### src/rtl/pipeline_run_ctrl_if.sv
// Command, handshake and status bundle between the debug unit and the run/step sequencer.
interface pipeline_run_ctrl_if #(
  parameter int CW = 32
);
  logic          cmd_valid;
  logic [1:0]    cmd;
  logic          cmd_ready;
  logic          final_wb;
  logic          dump_ack;
  logic          pipe_en;
  logic          inicio;
  logic          pc_reset;
  logic          dump_req;
  logic          busy;
  logic          done;
  logic          timeout;
  logic [CW-1:0] cycle_count;

  modport master (
    output cmd_valid, cmd, final_wb, dump_ack,
    input  cmd_ready, pipe_en, inicio, pc_reset, dump_req, busy, done, timeout, cycle_count
  );

  modport slave (
    input  cmd_valid, cmd, final_wb, dump_ack,
    output cmd_ready, pipe_en, inicio, pc_reset, dump_req, busy, done, timeout, cycle_count
  );
endinterface

### src/rtl/pipeline_run_ctrl.sv
// Run/step sequencer for the debug MIPS pipeline: flushes after start, runs or single-steps,
// freezes on END in write-back, ABORT or timeout, and requests a state dump after each step/halt.
module pipeline_run_ctrl #(
  parameter int CW          = 32,
  parameter int INIT_CYCLES = 5,
  parameter int MAX_CYCLES  = 2**20
) (
  input logic                clk,
  input logic                reset,
  pipeline_run_ctrl_if.slave bus
);
  localparam int IW = $clog2(INIT_CYCLES) + 1;
  localparam logic [CW-1:0] MAX_C    = CW'(MAX_CYCLES);
  localparam logic [IW-1:0] INIT_END = IW'(INIT_CYCLES - 1);

  localparam logic [1:0] CMD_RUN   = 2'b01;
  localparam logic [1:0] CMD_STEP  = 2'b10;
  localparam logic [1:0] CMD_ABORT = 2'b11;

  typedef enum logic [2:0] {
    IDLE, INIT, RUN, STEP, DUMP, STEP_WAIT, HALTED
  } state_t;

  state_t        state;
  logic          mode_step;
  logic          halt;
  logic          timeout_q;
  logic [CW-1:0] cnt;
  logic [IW-1:0] init_cnt;

  logic cmd_ready, accept, run_acc, step_acc, abort_acc, pipe_en;

  always_comb begin
    cmd_ready = (state == IDLE) || (state == RUN) || (state == STEP_WAIT) || (state == HALTED);
    accept    = bus.cmd_valid && cmd_ready;
    run_acc   = accept && (bus.cmd == CMD_RUN);
    step_acc  = accept && (bus.cmd == CMD_STEP);
    abort_acc = accept && (bus.cmd == CMD_ABORT);
    pipe_en   = 1'b0;
    case (state)
      INIT:    pipe_en = 1'b1;
      STEP:    pipe_en = 1'b1;
      // ABORT and END freeze the pipeline in the very cycle they are seen
      RUN:     pipe_en = !bus.final_wb && !abort_acc && (cnt != MAX_C);
      default: pipe_en = 1'b0;
    endcase
  end

  assign bus.cmd_ready   = cmd_ready;
  assign bus.pipe_en     = pipe_en;
  assign bus.inicio      = (state == IDLE) || (state == INIT);
  assign bus.pc_reset    = (state == IDLE) || (state == INIT);
  assign bus.dump_req    = (state == DUMP);
  assign bus.busy        = (state != IDLE) && (state != HALTED);
  assign bus.done        = (state == HALTED);
  assign bus.timeout     = timeout_q;
  assign bus.cycle_count = cnt;

  always_ff @(posedge clk or posedge reset) begin
    if (reset) begin
      state     <= IDLE;
      mode_step <= 1'b0;
      halt      <= 1'b0;
      timeout_q <= 1'b0;
      cnt       <= '0;
      init_cnt  <= '0;
    end else begin
      case (state)
        IDLE, HALTED: begin
          if (run_acc || step_acc) begin
            state     <= INIT;
            mode_step <= step_acc;
            halt      <= 1'b0;
            timeout_q <= 1'b0;
            cnt       <= '0;
            init_cnt  <= '0;
          end else if (abort_acc && state == HALTED) begin
            state <= IDLE;
          end
        end
        INIT: begin
          if (init_cnt == INIT_END) begin
            state <= mode_step ? STEP : RUN;
          end else begin
            init_cnt <= init_cnt + 1'b1;
          end
        end
        RUN: begin
          if (pipe_en) begin
            cnt <= cnt + 1'b1;
          end
          if (bus.final_wb || abort_acc) begin
            state <= DUMP;
            halt  <= 1'b1;
          end else if (cnt == MAX_C) begin
            state     <= DUMP;
            halt      <= 1'b1;
            timeout_q <= 1'b1;
          end
        end
        STEP: begin
          cnt   <= cnt + 1'b1;
          state <= DUMP;
        end
        DUMP: begin
          halt <= halt | bus.final_wb;
          if (bus.dump_ack) begin
            state <= (halt || bus.final_wb) ? HALTED : STEP_WAIT;
          end
        end
        STEP_WAIT: begin
          if (step_acc) begin
            state <= STEP;
          end else if (run_acc) begin
            state     <= RUN;
            mode_step <= 1'b0;
          end else if (abort_acc) begin
            state <= HALTED;
          end
        end
        default: state <= IDLE;
      endcase
    end
  end
endmodule

### src/flat_wrapper.sv
// flat-port wrapper written by rule: the top's interface ports become plain ports
module pipeline_run_ctrl_flat 
#(
  parameter int CW          = 32,
  parameter int INIT_CYCLES = 5,
  parameter int MAX_CYCLES  = 2**20
)
  (clk, reset, bus_cmd_valid, bus_cmd, bus_final_wb, bus_dump_ack, bus_cmd_ready, bus_pipe_en, bus_inicio, bus_pc_reset, bus_dump_req, bus_busy, bus_done, bus_timeout, bus_cycle_count);
  pipeline_run_ctrl_if #(.CW(CW)) bus_i ();
  input logic clk;
  input logic reset;
  input wire logic [$bits(bus_i.cmd_valid)-1:0] bus_cmd_valid;
  input wire logic [$bits(bus_i.cmd)-1:0] bus_cmd;
  input wire logic [$bits(bus_i.final_wb)-1:0] bus_final_wb;
  input wire logic [$bits(bus_i.dump_ack)-1:0] bus_dump_ack;
  output wire logic [$bits(bus_i.cmd_ready)-1:0] bus_cmd_ready;
  output wire logic [$bits(bus_i.pipe_en)-1:0] bus_pipe_en;
  output wire logic [$bits(bus_i.inicio)-1:0] bus_inicio;
  output wire logic [$bits(bus_i.pc_reset)-1:0] bus_pc_reset;
  output wire logic [$bits(bus_i.dump_req)-1:0] bus_dump_req;
  output wire logic [$bits(bus_i.busy)-1:0] bus_busy;
  output wire logic [$bits(bus_i.done)-1:0] bus_done;
  output wire logic [$bits(bus_i.timeout)-1:0] bus_timeout;
  output wire logic [$bits(bus_i.cycle_count)-1:0] bus_cycle_count;
  assign bus_i.cmd_valid = bus_cmd_valid;
  assign bus_i.cmd = bus_cmd;
  assign bus_i.final_wb = bus_final_wb;
  assign bus_i.dump_ack = bus_dump_ack;
  assign bus_cmd_ready = bus_i.cmd_ready;
  assign bus_pipe_en = bus_i.pipe_en;
  assign bus_inicio = bus_i.inicio;
  assign bus_pc_reset = bus_i.pc_reset;
  assign bus_dump_req = bus_i.dump_req;
  assign bus_busy = bus_i.busy;
  assign bus_done = bus_i.done;
  assign bus_timeout = bus_i.timeout;
  assign bus_cycle_count = bus_i.cycle_count;
  pipeline_run_ctrl #(.CW(CW), .INIT_CYCLES(INIT_CYCLES), .MAX_CYCLES(MAX_CYCLES)) u_core (.clk(clk), .reset(reset), .bus(bus_i));
endmodule
### config.mk
export PLATFORM = sky130hd
export DESIGN_NAME = pipeline_run_ctrl_flat
export DESIGN_NICKNAME = d
export VERILOG_FILES = /design/src/rtl/pipeline_run_ctrl_if.sv /design/src/rtl/pipeline_run_ctrl.sv /design/src/flat_wrapper.sv
export SDC_FILE = /design/constraint.sdc
export NUM_CORES = 1
export LEC_CHECK = 0
export ABC_AREA = 1
export CAP_MARGIN = 20
export CORE_MARGIN = 2
export CORE_UTILIZATION = 57
export CTS_BUF_LIST = sky130_fd_sc_hd__clkbuf_8
export DETAILED_ROUTE_END_ITERATION = 10
export PLACE_DENSITY = 0.81
export SLEW_MARGIN = 40
export SYNTH_ARGS = -nofsm -noshare
export SYNTH_HDL_FRONTEND = slang
export SYNTH_SLANG_ARGS = --single-unit
### constraint.sdc
create_clock -name clk -period 1.9 [get_ports clk]
set_input_delay 0.19 -clock clk [delete_from_list [all_inputs] [get_ports clk]]
set_output_delay 0.19 -clock clk [all_outputs]
set_load 0.005 [all_outputs]
==> results of run 1 <==
-- worst max-delay path: stages, from the launching register on --
cell and delay [ns]:
dfrtp_2 0.46, nor2_1 0.21, inv_1 0.09, nor2_2 0.18, clkdlybuf4s50_1 0.54
-- routing by layer --
layer  track usage  part of all wire
met4        0.1517             0.037
met2        0.5445              0.50
met1        0.3849              0.41
met3       0.03620             0.058
met5             0                 0
-- placed cells by master (no fill, tap or decap), drive strengths merged --
| cell type | n |
|---|---|
| a21oi | 4 |
| a31oi | 1 |
| buf | 64 |
| clkbuf | 6 |
| clkdlybuf4s50 | 41 |
| clkinv | 1 |
| dfrtp | 42 |
| dlymetal6s2s | 4 |
| ha | 4 |
| inv | 53 |
| nand2 | 185 |
| nand3 | 59 |
| nand3b | 5 |
| nand4 | 8 |
| nor2 | 100 |
| nor3 | 10 |
| nor3b | 1 |
| o211ai | 2 |
| o21a | 1 |
| o21ai | 8 |
| o31ai | 2 |
| o32ai | 1 |
| xnor2 | 9 |
| xor2 | 9 |
-- final cells by class --
type	count	area, µm²
inverters	52	197.7
multi-input cells	409	1977
fillers	441	1154
clock inverters	2	7.507
repair buffers	110	958.4
flip-flops and latches	42	1054
well taps	72	90.09
clock buffers	5	68.82
-- stage by stage --
stage / instances / setup slack (ns) / util
final: 692 / -0.05460 / 0.7905
after global routing: 692 / -0.07649 / 0.7905
after CTS: 686 / -0.03566 / 0.7710
after detailed placement: 677 / 0.01033 / 0.7512
after global placement: 677 / 0.06995 / 0.7512
after floorplan: 516 / 0.2121 / -
-- final timing paths --
path / start / end / slack, ns
min in group clk: u_core.mode_step$_DFFE_PP0P_ / u_core.mode_step$_DFFE_PP0P_ / 0.53
hold / removal: reset / u_core.init_cnt[1]$_DFFE_PP0P_ / 0.23
setup / recovery: u_core.state[1]$_DFFE_PP0P_ / bus_dump_req / -0.05
max in group asynchronous: reset / u_core.bus.cycle_count[5]$_DFFE_PP0P_ / 1.45
hold reg to reg: u_core.mode_step$_DFFE_PP0P_ / u_core.mode_step$_DFFE_PP0P_ / 0.53
setup reg to reg: u_core.bus.cycle_count[3]$_DFFE_PP0P_ / u_core.bus.cycle_count[31]$_DFFE_PP0P_ / 0.07
-- logic make-up after synthesis --
group / share of synthesized area
compound gates: 0.03740
xor+xnor: 0.04858
fa+ha+maj: 0.01542
buf+inv: 0.08866
flops: 0.3238
simple gates: 0.4861
-- timing repair --
action                     CTS  global route
buffers inserted             2             6
gates resized for setup      8            22
hold buffers                 0             0
pin swaps                    2             9
setup endpoints to repair    6            38
-- flip-flops by register name, summed over array words and instances (netlist names) --
signal / count
u_core.bus.cycle_count: 32
u_core.state: 3
u_core.init_cnt: 4
u_core.mode_step: 1
u_core.bus.timeout: 1
u_core.halt: 1
-- power groups by stage --
| stage | Clock (mW) | Sequential [mW] | Combinational [mW] |
|---|---|---|---|
| 2_1_floorplan | 0 | 1.07 | 1.25 |
| 3_3_place_gp | 0 | 1.07 | 1.80 |
| 3_5_place_dp | 0 | 1.07 | 1.82 |
| 4_1_cts | 0.546 | 1.06 | 1.87 |
| 5_1_grt | 0.568 | 1.07 | 2.19 |
| 6_report | 0.540 | 1.07 | 2.00 |
==> results.toml, run 1 <==
[outcome]
violations = "setup timing"
status = "complete, but fails checks"

[placed_design]
gp_congestion = 0.9646
post_dp_cell_area_um2 = 4136
port_buffers = 46
dpl.hpwl_um = 7213

[floorplan]
io_pins = 47
rows = 27
start_util = 0.5894
die-width_um = 79.46
fp.dieH_um = 79.46
dieArea_um2 = 6314
core_area_um2 = 5507

[sta]
setup_slack_ns = -0.05460
setup_viol = 1
slew_headroom = 0.7526
min_period_over_period = 1.029
holdWs_ns = 0.2331
tns_ns = -0.05460
skew_ns = 0.005985
slew_viol_final = 0
finalHoldViolCount = 0
fmax_mhz = 511.6
final.min_clock_period_ns = 1.955
rsz0062_at_grt = "true"
worst_slew_pin_slew_ns = 0.3697

[cts]
clkLatencyLatePin_ns = 0.29
clkSinkCount = 42
h-tree-depth = 2
root_buffer = "clkbuf_8"
cts_inserted_buffers = 5
clockBufferDepth = 2
cts.clk_slew.worst_paths_ns = 0.08
cts_tree = "yes"

[power_and_ir_drop]
switching_power_mw = 1.640
power_density_nw_per_um2 = 829.0
p_leak_nw = 2.098
seqPwrFrac = 0.296
power_mw = 3.609
p_clk_frac = 0.150
ir_worst_vdd_uv = 1152
power_frac_comb = 0.554
switching_share = 0.4543
p_int_mw = 1.969

[synth]
yosys-top-cells-count = "nand2_1 (182), nor2_1 (98), nand3_1 (54), inv_1 (46), dfrtp_1 (42)"
yosysMostFrequentCell = "nand2_1"
syn_area_um2 = 3246
ys_top_cells_by_area = "dfrtp_1 (32%), nand2_1 (21%), nor2_1 (11%)"
synth_fp_nets = 527
synth_edf_count = 0
yosysTopAreaCell = "dfrtp_1"
syn_avg_cell_area_um2 = 6.290
netlist.area_leader.share = 0.3238
async_flop_share = 1.000
synth_ff_type = "dfrtp_1"
ys_seq_elements = 42
yosysWarnings = 0
synthCells = 516
ys_seq_area_frac = 0.3238
synth_cell_types = 32

[worst_setup_path]
cp.required_ns = 1.71
reg2reg_depth = 10
crit_arrival_ns = 1.76
end_kind = "output port"
crit_fanout = 7
critPathLaunchType = "flop"
crit_type = "reg2out"

[detailed_routing]
wirelength_um = 9748
ant_nets = 0
first_pass_iters = 6
first_iter_violations = 273
drc_errors = 0
viasPerCell = 5.389
via_count = 3729
wl_per_cell_um = 14.09

[global_routing]
grt_start_max_net_pins = 43
grt_pass1_wl_um = 15530
antenna_found_initial = 0
grt.total_usage = 0.3137
grt_pass1_vias = 3470
grt.overflow.total = 0

[min_path]
hp-class = "in2async"

[run]
drv_cap = 0

[cells_and_area]
nNetsFinal = 631
antenna-diode-count = 0
stdcell_area_um2 = 4353
drive_above_1_share = 0.1677
area_growth_pct = 34.12
Power figures use the tool's default switching activity.
==> inputs of run 2 (changes only) <==
TNS_END_PERCENT = 5   (was default)
==> run 2 against run 1 <==
Net effect: the run still ends with setup timing left; hold slack got worse by 0.0034 ns; flip-flop and latch count unchanged; combinational power decreased by 3%; first-iteration DRC count increased by 19%.
==> results.toml, run 2 (synthesis results as in run 1) <==
[placed_design]
post_dp_cell_area_um2 = 4136
place_ws_ns = 0.01033
gp_congestion = 0.9646
placedCellCount = 677
dpl.hpwl_um = 7213
port_buffers = 46

[worst_setup_path]
reg2reg_slack_ns = 0.06
crit_fanout = 6
crit_arrival_ns = 1.71
crit_top_cell = "inv_2"
crit_type = "reg2out"
crit_start = "u_core.state[2]$_DFFE_PP0P_"
cp.buffers_inverters = 4
path_delay_family = "buffers and inverters"
crit_slowest_cell = "clkdlybuf4s50_1"
slowest_delay_ns = 0.49
critPathLaunchType = "flop"
worstReg2RegStart = "u_core.bus.cycle_count[1]$_DFFE_PP0P_"
cp.required_ns = 1.71
crit_chain = "inv_2 -> buf_4 -> nand2_1 -> nand2_2 -> inv_2 -> clkdlybuf4s50_1"
end_kind = "output port"

[cells_and_area]
largest_reg_flops = 32
drive_above_1_share = 0.1607
fin_cells = 688
nNetsFinal = 627
fill_cells = 459
mostFrequentLayoutCells = "nand2_1 (181), nor2_1 (89), buf_4 (59)"
stdcell_area_um2 = 4295
final_common_cell = "nand2_1"
multiInputGateArea_um2 = 1961
antenna-diode-count = 0
fin_util = 0.7801
area_growth_pct = 32.34
regArea_um2 = 1054

[sta]
finalHoldViolCount = 0
tns_ns = -0.0003886
worst_slew_pin_slew_ns = 0.4966
setup_slack_ns = -0.0003886
fmax_mhz = 526.2
slew_viol_final = 0
rsz0062_at_grt = "true"
final.min_clock_period_ns = 1.900
setup_viol = 1
slew_headroom = 0.6685
holdWs_ns = 0.2297
min_period_over_period = 1.000
skew_ns = 0.007551

[power_and_ir_drop]
seqPwrFrac = 0.302
switching_power_mw = 1.605
ir_worst_vdd_uv = 1088
p_clk_frac = 0.152
power_density_nw_per_um2 = 820.9
power_frac_comb = 0.547
p_int_mw = 1.921
p_leak_nw = 2.037
power_mw = 3.526
switching_share = 0.4553

[outcome]
violations = "setup timing"
status = "complete, but fails checks"

[cts]
h-tree-depth = 2
cts_tree = "yes"
clockBufferDepth = 2
cts_hold_buf = 0
cts.clk_slew.worst_paths_ns = 0.08
clkLatencyLatePin_ns = 0.29
root_buffer = "clkbuf_8"
clkSinkCount = 42
cts_inserted_buffers = 5

[floorplan]
die-width_um = 79.46
start_util = 0.5894
core_area_um2 = 5507
io_pins = 47
dieArea_um2 = 6314
rows = 27
fp.dieH_um = 79.46

[detailed_routing]
viasPerCell = 5.374
first_iter_violations = 326
first_pass_iters = 5
ant_nets = 0
drc_errors = 0
wl_per_cell_um = 13.94
via_count = 3697
wirelength_um = 9593

[global_routing]
grt_start_max_net_pins = 43
grt_pass1_vias = 3425
grt.overflow.total = 0
grt.total_usage = 0.3130
antenna_found_initial = 0
grt_pass1_wl_um = 15510

[min_path]
hp-class = "in2async"

[run]
drv_cap = 0
## run 2: cell type report
| type | count | area share |
|---|---|---|
| clock buffers | 5 | 0.01602 |
| clock inverters | 2 | 0.001748 |
| inverters | 52 | 0.04544 |
| multi-input cells | 409 | 0.4565 |
| flip-flops and latches | 42 | 0.2453 |
| well taps | 72 | 0.02097 |
| repair buffers | 106 | 0.2141 |
## run 2: worst paths after layout
path                                                          endpoint  depth (start not counted)
worst max-delay path                                          bus_busy                          6
worst min-delay path                    u_core.init_cnt[2]$_DFFE_PP0P_                          3
worst max register to register  u_core.bus.cycle_count[25]$_DFFE_PP0P_                         11
worst min register to register            u_core.mode_step$_DFFE_PP0P_                          2
max in group asynchronous        u_core.bus.cycle_count[5]$_DFFE_PP0P_                          3
min in group clk                          u_core.mode_step$_DFFE_PP0P_                          2
## run 2: power groups by stage
| stage | registers (mW) | clock network [mW] | logic [mW] |
|---|---|---|---|
| 6_report | 1.06 | 0.535 | 1.93 |
| 5_1_grt | 1.07 | 0.568 | 2.11 |
| 4_1_cts | 1.06 | 0.546 | 1.85 |
| 3_5_place_dp | 1.07 | 0 | 1.82 |
| 3_3_place_gp | 1.07 | 0 | 1.80 |
| 2_1_floorplan | 1.07 | 0 | 1.25 |
## run 2: worst register-to-register path, cell delays in order, from the launching register on
cell     delay (ns)
dfrtp_1        0.35
buf_4          0.13
nand2_1        0.10
nor2_2         0.22
nand2_1        0.20
nor2_1         0.33
nand2_1        0.10
nand2_1        0.07
nand2_1        0.05
nor2_1         0.08
nand3_1        0.07
nand2_1        0.08
## run 2: per-layer routing
layer | wire [µm] | track usage | up-vias
met5 | 0 | 0 | -
met4 | 356 | 0.1362 | 0
met2 | 4747 | 0.5462 | 133
met3 | 509 | 0.03620 | 33
met1 | 3979 | 0.3878 | 1713
li1 | - | - | 1818
## run 2: repair_timing
item,in CTS,in global routing
setup endpoints to repair,6,37
resized for setup,9,14
setup buffers,1,3
pin swaps,2,8
